==> config.mk <==
export PLATFORM = sky130hd
export DESIGN_NAME = alp_qdreg_flat
export DESIGN_NICKNAME = d
export VERILOG_FILES = /design/src/rtl/alp_qdreg_if.sv /design/src/rtl/alp_qdreg.sv /design/src/flat_wrapper.sv
export SDC_FILE = /design/constraint.sdc
export NUM_CORES = 1
export LEC_CHECK = 0
export CELL_PAD_IN_SITES_DETAIL_PLACEMENT = 1
export CELL_PAD_IN_SITES_GLOBAL_PLACEMENT = 2
export CORE_ASPECT_RATIO = 0.6
export CORE_UTILIZATION = 26
export DETAILED_ROUTE_END_ITERATION = 7
export GPL_TIMING_DRIVEN = 1
export PLACE_DENSITY_LB_ADDON = 0.08
export SLEW_MARGIN = 20
export SYNTH_ARGS = -nofsm -noshare
export SYNTH_HDL_FRONTEND = slang
export SYNTH_SLANG_ARGS = --single-unit
==> constraint.sdc <==
create_clock -name clk -period 3.01 [get_ports clk]
set_clock_uncertainty 0.2 [all_clocks]
set_input_delay 0.301 -clock clk [delete_from_list [all_inputs] [get_ports clk]]
set_output_delay 0.301 -clock clk [all_outputs]
set_load 0.005 [all_outputs]
==> src/rtl/alp_qdreg_if.sv <==
// rtl/alp_qdreg_if.sv - Q/D register slice bus: select, enables, data in, register and cascade outputs
interface alp_qdreg_if;
    logic [3:0] qmux_onehot_h;
    logic       qreg_en_h;
    logic       dreg_en_h;
    logic [3:0] wmux_h;
    logic [3:0] amux_h;
    logic [3:0] dbus_h;
    logic       qshl_in_h;
    logic       qshr_in_h;
    logic [3:0] q_h;
    logic [3:0] d_h;
    logic       qshl_out_h;
    logic       qshr_out_h;
    logic       qsel_err_h;
    logic [3:0] qstep_h;
    logic       qpar_h;

    modport master (
        output qmux_onehot_h, qreg_en_h, dreg_en_h, wmux_h, amux_h, dbus_h,
               qshl_in_h, qshr_in_h,
        input  q_h, d_h, qshl_out_h, qshr_out_h, qsel_err_h, qstep_h, qpar_h
    );

    modport slave (
        input  qmux_onehot_h, qreg_en_h, dreg_en_h, wmux_h, amux_h, dbus_h,
               qshl_in_h, qshr_in_h,
        output q_h, d_h, qshl_out_h, qshr_out_h, qsel_err_h, qstep_h, qpar_h
    );
endinterface

==> src/rtl/alp_qdreg.sv <==
// rtl/alp_qdreg.sv - 4-bit Q/D register slice with shift cascade, step counter, sticky select error; optional parity via ALP_QDREG_PARITY_EN
module alp_qdreg (
    input  logic         clk,
    input  logic         rst_l,
    alp_qdreg_if.slave   bus
);
    localparam logic [3:0] SEL_AMUX = 4'b0001;
    localparam logic [3:0] SEL_SHR  = 4'b0010;
    localparam logic [3:0] SEL_SHL  = 4'b0100;
    localparam logic [3:0] SEL_WMUX = 4'b1000;

    logic [3:0] q_r;
    logic [3:0] d_r;
    logic [3:0] step_r;
    logic       err_r;
    logic [3:0] q_next;
    logic       sel_onehot;
    logic       q_write;
    logic       sel_err;

    // A select is legal only with exactly one bit set; x & (x-1) clears the lowest set bit
    assign sel_onehot = (bus.qmux_onehot_h != 4'b0000) &&
                        ((bus.qmux_onehot_h & (bus.qmux_onehot_h - 4'd1)) == 4'b0000);
    assign q_write    = bus.qreg_en_h && sel_onehot;
    assign sel_err    = bus.qreg_en_h && !sel_onehot;

    // Q source mux; only meaningful when the select is one-hot
    always_comb begin
        q_next = q_r;
        case (bus.qmux_onehot_h)
            SEL_WMUX: q_next = bus.wmux_h;
            SEL_AMUX: q_next = bus.amux_h;
            SEL_SHL:  q_next = {q_r[2:0], bus.qshl_in_h};
            SEL_SHR:  q_next = {bus.qshr_in_h, q_r[3:1]};
            default:  q_next = q_r;
        endcase
    end

    // Q register: loads or shifts only on an accepted write
    always_ff @(posedge clk or negedge rst_l) begin
        if (!rst_l) begin
            q_r <= 4'd0;
        end else if (q_write) begin
            q_r <= q_next;
        end
    end

    // Shift step counter: loads clear it, shifts count up and stick at 15
    always_ff @(posedge clk or negedge rst_l) begin
        if (!rst_l) begin
            step_r <= 4'd0;
        end else if (q_write) begin
            if ((bus.qmux_onehot_h == SEL_SHL) || (bus.qmux_onehot_h == SEL_SHR)) begin
                if (step_r != 4'd15) begin
                    step_r <= step_r + 4'd1;
                end
            end else begin
                step_r <= 4'd0;
            end
        end
    end

    // Sticky illegal-select flag, cleared only by reset
    always_ff @(posedge clk or negedge rst_l) begin
        if (!rst_l) begin
            err_r <= 1'b0;
        end else if (sel_err) begin
            err_r <= 1'b1;
        end
    end

    // D register, independent of Q
    always_ff @(posedge clk or negedge rst_l) begin
        if (!rst_l) begin
            d_r <= 4'd0;
        end else if (bus.dreg_en_h) begin
            d_r <= bus.dbus_h;
        end
    end

`ifdef ALP_QDREG_PARITY_EN
    logic par_r;

    // Odd parity of the value being written into Q; reset matches Q=0
    always_ff @(posedge clk or negedge rst_l) begin
        if (!rst_l) begin
            par_r <= 1'b1;
        end else if (q_write) begin
            par_r <= ~^q_next;
        end
    end

    assign bus.qpar_h = par_r;
`else
    assign bus.qpar_h = 1'b0;
`endif

    assign bus.q_h        = q_r;
    assign bus.d_h        = d_r;
    assign bus.qstep_h    = step_r;
    assign bus.qsel_err_h = err_r;
    assign bus.qshl_out_h = q_r[3];
    assign bus.qshr_out_h = q_r[0];

endmodule

==> src/flat_wrapper.sv <==
// flat-port wrapper written by rule: the top's interface ports become plain ports
module alp_qdreg_flat 
  (clk, rst_l, bus_qmux_onehot_h, bus_qreg_en_h, bus_dreg_en_h, bus_wmux_h, bus_amux_h, bus_dbus_h, bus_qshl_in_h, bus_qshr_in_h, bus_q_h, bus_d_h, bus_qshl_out_h, bus_qshr_out_h, bus_qsel_err_h, bus_qstep_h, bus_qpar_h);
  alp_qdreg_if bus_i ();
  input  logic clk;
  input  logic rst_l;
  input wire logic [$bits(bus_i.qmux_onehot_h)-1:0] bus_qmux_onehot_h;
  input wire logic [$bits(bus_i.qreg_en_h)-1:0] bus_qreg_en_h;
  input wire logic [$bits(bus_i.dreg_en_h)-1:0] bus_dreg_en_h;
  input wire logic [$bits(bus_i.wmux_h)-1:0] bus_wmux_h;
  input wire logic [$bits(bus_i.amux_h)-1:0] bus_amux_h;
  input wire logic [$bits(bus_i.dbus_h)-1:0] bus_dbus_h;
  input wire logic [$bits(bus_i.qshl_in_h)-1:0] bus_qshl_in_h;
  input wire logic [$bits(bus_i.qshr_in_h)-1:0] bus_qshr_in_h;
  output wire logic [$bits(bus_i.q_h)-1:0] bus_q_h;
  output wire logic [$bits(bus_i.d_h)-1:0] bus_d_h;
  output wire logic [$bits(bus_i.qshl_out_h)-1:0] bus_qshl_out_h;
  output wire logic [$bits(bus_i.qshr_out_h)-1:0] bus_qshr_out_h;
  output wire logic [$bits(bus_i.qsel_err_h)-1:0] bus_qsel_err_h;
  output wire logic [$bits(bus_i.qstep_h)-1:0] bus_qstep_h;
  output wire logic [$bits(bus_i.qpar_h)-1:0] bus_qpar_h;
  assign bus_i.qmux_onehot_h = bus_qmux_onehot_h;
  assign bus_i.qreg_en_h = bus_qreg_en_h;
  assign bus_i.dreg_en_h = bus_dreg_en_h;
  assign bus_i.wmux_h = bus_wmux_h;
  assign bus_i.amux_h = bus_amux_h;
  assign bus_i.dbus_h = bus_dbus_h;
  assign bus_i.qshl_in_h = bus_qshl_in_h;
  assign bus_i.qshr_in_h = bus_qshr_in_h;
  assign bus_q_h = bus_i.q_h;
  assign bus_d_h = bus_i.d_h;
  assign bus_qshl_out_h = bus_i.qshl_out_h;
  assign bus_qshr_out_h = bus_i.qshr_out_h;
  assign bus_qsel_err_h = bus_i.qsel_err_h;
  assign bus_qstep_h = bus_i.qstep_h;
  assign bus_qpar_h = bus_i.qpar_h;
  alp_qdreg u_core (.clk(clk), .rst_l(rst_l), .bus(bus_i));
endmodule
# ---- After elaboration in Yosys (flattened, before gate mapping)
# Cells that the tools add are included.
dict set report word_totals {
  regBits 13
  in_bits 22
  output_inout_bits 16
  elab_cells 26
}
dict set report op_classes {
  n_addsub 2
  eq_ne 6
  mux 3
  n_bitwise 1
  n_reduce_logical 10
}
# cell n
set ops {}
lappend ops {{4-bit case mux with 4 select lines} 1}
lappend ops {{4-bit 2-to-1 mux} 2}
lappend ops {{4-bit nonzero test} 2}
lappend ops {{4-bit by 1-bit adder with 4-bit output, second input constant} 1}
lappend ops {{4-bit AND} 1}
lappend ops {{4-bit by 1-bit == test with 1-bit output, second input constant} 1}
lappend ops {{4-bit by 2-bit == test with 1-bit output, second input constant} 1}
lappend ops {{4-bit by 3-bit == test with 1-bit output, second input constant} 1}
lappend ops {{4-bit == test, second input constant} 1}
lappend ops {{4-bit logical NOT} 1}
lappend ops {{4-bit inequality test, second input constant} 1}
lappend ops {{2-bit AND reduction} 2}
lappend ops {{4-bit by 1-bit subtractor with 4-bit output, second input constant} 1}
lappend ops {{1-bit logical AND} 3}
lappend ops {{2-bit inequality test, second input constant} 1}
lappend ops {{1-bit logical NOT} 1}
lappend ops {{1-bit logical OR} 1}

# ---- Logic depth before layout (Yosys ltp)
dict set report depth {
  ltp_word 6
  ltp_mapped 6
  depth_no_buf 4
}

# ---- Worst setup path before layout
# OpenSTA, ideal clock, no wires.
dict set report synth_path {
  kind {input port to flip-flop}
  from {input bus_qmux_onehot_h[2]}
  to {register u_core.step_r[1] (netlist: u_core.bus.qstep_h[1])}
  setup_time_ns 0.125
  arrival_ns 1.455
  required_time_ns 2.685
  slack_ns 1.231
  stages 6
  path_buffers 2
  cell_sequence {buf_2 or4b_4 o311ai_1 buf_6 o211a_1 o22ai_2}
}
dict set report synth_via {
  elab_chain_cells 6
  word_cells_on_any_way 12
  classes_between {add/sub (1); eq/ne (3); mux (1); bitwise (1); reduce/logical (6)}
}
# item line_no
set synth_lines {}
lappend synth_lines {{start, declared} flat_wrapper.sv:7} ;# input wire logic [$bits(bus_i.qmux_onehot_h)-1:0] bus_qmux_onehot_h;
lappend synth_lines {{4-bit by 1-bit subtractor with 4-bit output} alp_qdreg.sv:23} ;# ((bus.qmux_onehot_h & (bus.qmux_onehot_h - 4'd1)) == 4'b0000);
lappend synth_lines {{4-bit AND} alp_qdreg.sv:23}
lappend synth_lines {{4-bit logical NOT} alp_qdreg.sv:23}
lappend synth_lines {{1-bit logical AND} alp_qdreg.sv:22} ;# assign sel_onehot = (bus.qmux_onehot_h != 4'b0000) &&
lappend synth_lines {{1-bit logical AND} alp_qdreg.sv:24} ;# assign q_write = bus.qreg_en_h && sel_onehot;
lappend synth_lines {{2-bit AND reduction (no line)} n/a}
lappend synth_lines {{end signal, assigned} alp_qdreg.sv:55} ;# step_r <= step_r + 4'd1;
lappend synth_lines {{end, declared} alp_qdreg.sv:14} ;# logic [3:0] step_r;
# Parallel ways exist; a longest one is shown, timed or not.
# A chain may end at the register's enable or synchronous reset.

# ---- Worst setup path after layout
dict set report layout_path {
  from {input bus_qmux_onehot_h[0]}
  to {register u_core.step_r[0] (netlist: u_core.bus.qstep_h[0])}
}
# The elaborated chain is that of the path after synthesis.

==> key figures <==
Clock network
  – Clk slew on worst S/H paths: roughly 0.060 ns
  – Setup bufs post-CTS: 0
  – CTS tree: built
  – Max Root-Sink Buffers: 2
  – Clk Latency, worst-skew pair: 0.25 ns
  – Num CTS Buffers: 3
  – CTS sink cnt: 13
  – Post_cts resized: 0
  – H-tree lvl count: 1
  – Root buf cell: clkbuf_8
  – Hold Buf Count CTS: 0

Routing
  – Avg WL per Cell: between 15 and 20 microns
  – ANT nets after route: 0
  – Vias per cell: roughly 5
  – Drt drc: 0
  – DRT iter0 DRCs: 37
  – Routed wire length: roughly 2600 microns
  – Drt first pass iters: 4
  – DR vias: roughly 810

Floorplan
  – Initial core utilization: between 20 and 30%
  – Die Height: ~47 microns
  – Die extent in x: between 70 and 80 microns
  – Die ar.: about 3600 sq um
  – FP Rows: 15
  – IO Pins: 38
  – Core footprint: 3000 sq um

Finish
  – Final core occ: 42.5%
  – Layout area overhead: 47.7%
  – Share of cells above drive strength 1: ~14%
  – Fill cell count: around 360
  – N_diodes: 0
  – Layout Nets: 142

Run status
  – Status: finished clean

STA
  – Period utilisation layout: between 70% and 80%
  – Setup violations, final: 0
  – Achievable Freq: 0.452 GHz
  – Sum Neg Setup Slack: 0 ns
  – Worst slew margin: between 50% and 60%
  – Tmin final: 2.21 ns
  – RSZ-0062 raised after global routing: no
  – Worst Slack Setup Final: between 0.7 and 0.8 ns
  – Worst Tran Pin Value: 0.637 ns
  – Slew Limit Fails: 0
  – Final Hold Fails: 0

Synthesis
  – Mean Syn Cell Area: approximately 10 sq um
  – Unique masters post-synth: 39
  – Adder-cell area share of the yosys netlist: 1.45%
  – Post-synthesis compound-gate area fraction: a little over a quarter
  – Syn nets: 107
  – Seq cells post-synth: 13
  – Main combinational cell family by area after synthesis: compound AO/OA/AOI/OAI gates
  – Synth Area in XOR/XNOR: just over 2%
  – Post-Synth Simple-Gate Area: ~16%
  – Mapped cell area: ~860 sq um
  – Ys Warns: 0
  – Register area share after synthesis: a little under two fifths
  – Multiplexer share of the synthesized area: between 6 and 7%
  – Mapped Cells: 84

Worst hold path
  – Worst Hold Class: in -> async

Worst setup path
  – CP max stage delay: roughly 0.61 ns
  – R2r endpoint: u_core.bus.qstep_h[0]$_DFFE_PN0P_
  – Worst Setup End Kind: flip-flop
  – Crit path max-delay family: buffers and inverters
  – CP startpoint kind: input port
  – Reg2reg setup slack: 1.46 ns
  – Critical path class: in -> reg
  – Buf+Inv Stages, Crit Path: 2
  – FF-to-FF path depth: 4
  – WP data arrival: 2.14 ns
  – Cell-by-cell trace of the critical path: clkdlybuf4s50_1 > or4b_4 > o311ai_1 > buf_4 > o211a_1 > mux2i_1
  – Data required time of the worst path: a little under 3 ns
  – Reg2reg start: u_core.bus.qstep_h[0]$_DFFE_PN0P_
  – Critical-path top delay cell: or4b_4
  – CP max FO: 11

Global route
  – Initial antenna violation count: 0
  – GRT Total Usage: between 10% and 20%
  – Total gr overflow: 0
  – Vias in the first global route: a little over 800
  – Largest net degree at the start of global routing: 14
  – Wire length of the first global-routing pass: 4200 microns

Flow run
  – Max_cap viols: 0

Placed design
  – DP Worst Slack: about 0.54 ns
  – Placer Congestion: about 0.75
  – # port buffers: 36
  – HPWL Detailed: roughly 2000 microns

Power
  – VDD IR-drop max: ~0.00018 V
  – Total power: about 550 uW
  – Power Density: around 430 nW/um^2
  – Leak Pwr: roughly 0.50 nW
-- flip-flops by register name (all words and copies together), names as in the netlist --
| signal | count |
|---|---|
| u_core.bus.d_h | 4 |
| u_core.bus.qsel_err_h | 1 |
| u_core.bus.qstep_h | 4 |
| u_core.bus.q_h | 4 |
-- report_power, final --
part           internal (mW)  switching, mW
Clock                 0.0916         0.0680
Combinational          0.106         0.0615
Sequential             0.197         0.0245
-- synthesized netlist by cell type --
cell type	count	area [sq um]
o21bai_1	1	7.51
o21a_1	1	7.51
mux2i_1	1	10.0
nor3b_1	1	7.51
buf_6	2	22.5
nor2b_1	2	12.5
and2_1	1	6.26
o311ai_1	1	8.76
a31o_2	1	8.76
a22o_1	1	8.76
or2_2	1	6.26
o221a_2	1	11.3
nor2_1	1	3.75
xnor2_1	2	17.5
ha_1	1	12.5
or4b_1	1	10.0
inv_1	5	18.8
nand2b_1	2	12.5
or3b_2	1	8.76
buf_4	4	30.0
mux2_2	4	45.0
o31ai_1	1	7.51
nor4b_1	1	8.76
a21oi_1	4	20.0
conb_1	1	3.75
o22ai_2	1	12.5
nand2_1	4	15.0
nand4_4	1	21.3
o21ai_0	2	10.0
nand3_1	1	5.00
a31oi_1	3	18.8
a22oi_1	4	30.0
buf_2	2	10.0
and3_1	1	6.26
dfrtp_1	13	325
o211a_1	3	30.0
o211ai_1	3	22.5
o2bb2ai_1	3	26.3
or4b_4	1	13.8
-- placed cells by master, fill, tap and decap left out, types with 2 or more instances in the layout --
cell type / count
a21oi_1: 4
a31oi_1: 3
inv_1: 5
mux2_2: 4
clkbuf_8: 3
buf_4: 2
o2bb2ai_1: 3
dfrtp_1: 13
clkdlybuf4s50_1: 36
xnor2_1: 2
nand2_1: 4
nand2b_1: 2
nor2b_1: 2
o21ai_0: 2
a22oi_1: 4
o211ai_1: 3
o211a_1: 3
-- area by class of cell --
cell class,instances,area (sq um),area share (%)
Clock buffer,3,41.3,3.24
Clock inverter,1,5.00,0.393
Inverter,5,18.8,1.47
Multi-Input combinational cell,58,457,35.8
Sequential cell,13,325,25.5
Tap cell,42,52.6,4.12
Timing Repair Buffer,38,375,29.4
-- per-layer routing --
layer | part of all wire, % | GRT usage, %
met5 | 0 | 0
met4 | 0.15 | 2.31
met3 | 6.2 | 5.74
met2 | 39 | 22.7
met1 | 54 | 24.1
-- stage by stage --
step	instance area, sq um	instances	hold slack [ns]
CTS	1270	160	0.267
global route	1270	160	0.289
detailed placement	1230	156	0.274
global placement	1230	156	0.285
finish	1270	160	0.236
floorplan	863	84	-0.195
-- cells by family after synthesis --
kind of cell             after synthesis
flip-flops                            13
other                                  1
AO/OA/AOI/OAI                         30
buffers and inverters                 13
XOR/XNOR                               2
AND/OR/NAND/NOR                       19
multiplexers                           5
adder cells (fa/ha/maj)                1
-- worst register-to-register path, delay by kind of cell (launching register included) --
family	cells	cell delay [ns]
and+or+nand+nor	1	0.17
AOI/OAI and AO/OA	1	0.28
adders and majority gates	1	0.27
DFF	1	0.41
muxes	1	0.15
-- worst max-delay path by stage --
stage	startpoint	to	slack, ns	cells past startpoint
2_1_floorplan	bus_qmux_onehot_h[2]	u_core.bus.qstep_h[1]$_DFFE_PN0P_	1.23	6
3_5_place_dp	bus_qmux_onehot_h[0]	u_core.bus.qstep_h[3]$_DFFE_PN0P_	0.54	6
5_1_grt	bus_qmux_onehot_h[0]	u_core.bus.qstep_h[0]$_DFFE_PN0P_	0.67	6
3_3_place_gp	bus_qmux_onehot_h[0]	u_core.bus.q_h[2]$_DFFE_PN0P_	0.63	6
6_report	bus_qmux_onehot_h[0]	u_core.bus.qstep_h[0]$_DFFE_PN0P_	0.80	6
4_1_cts	bus_qmux_onehot_h[0]	u_core.bus.qstep_h[3]$_DFFE_PN0P_	0.79	6
(Power assumes the default switching activity.)
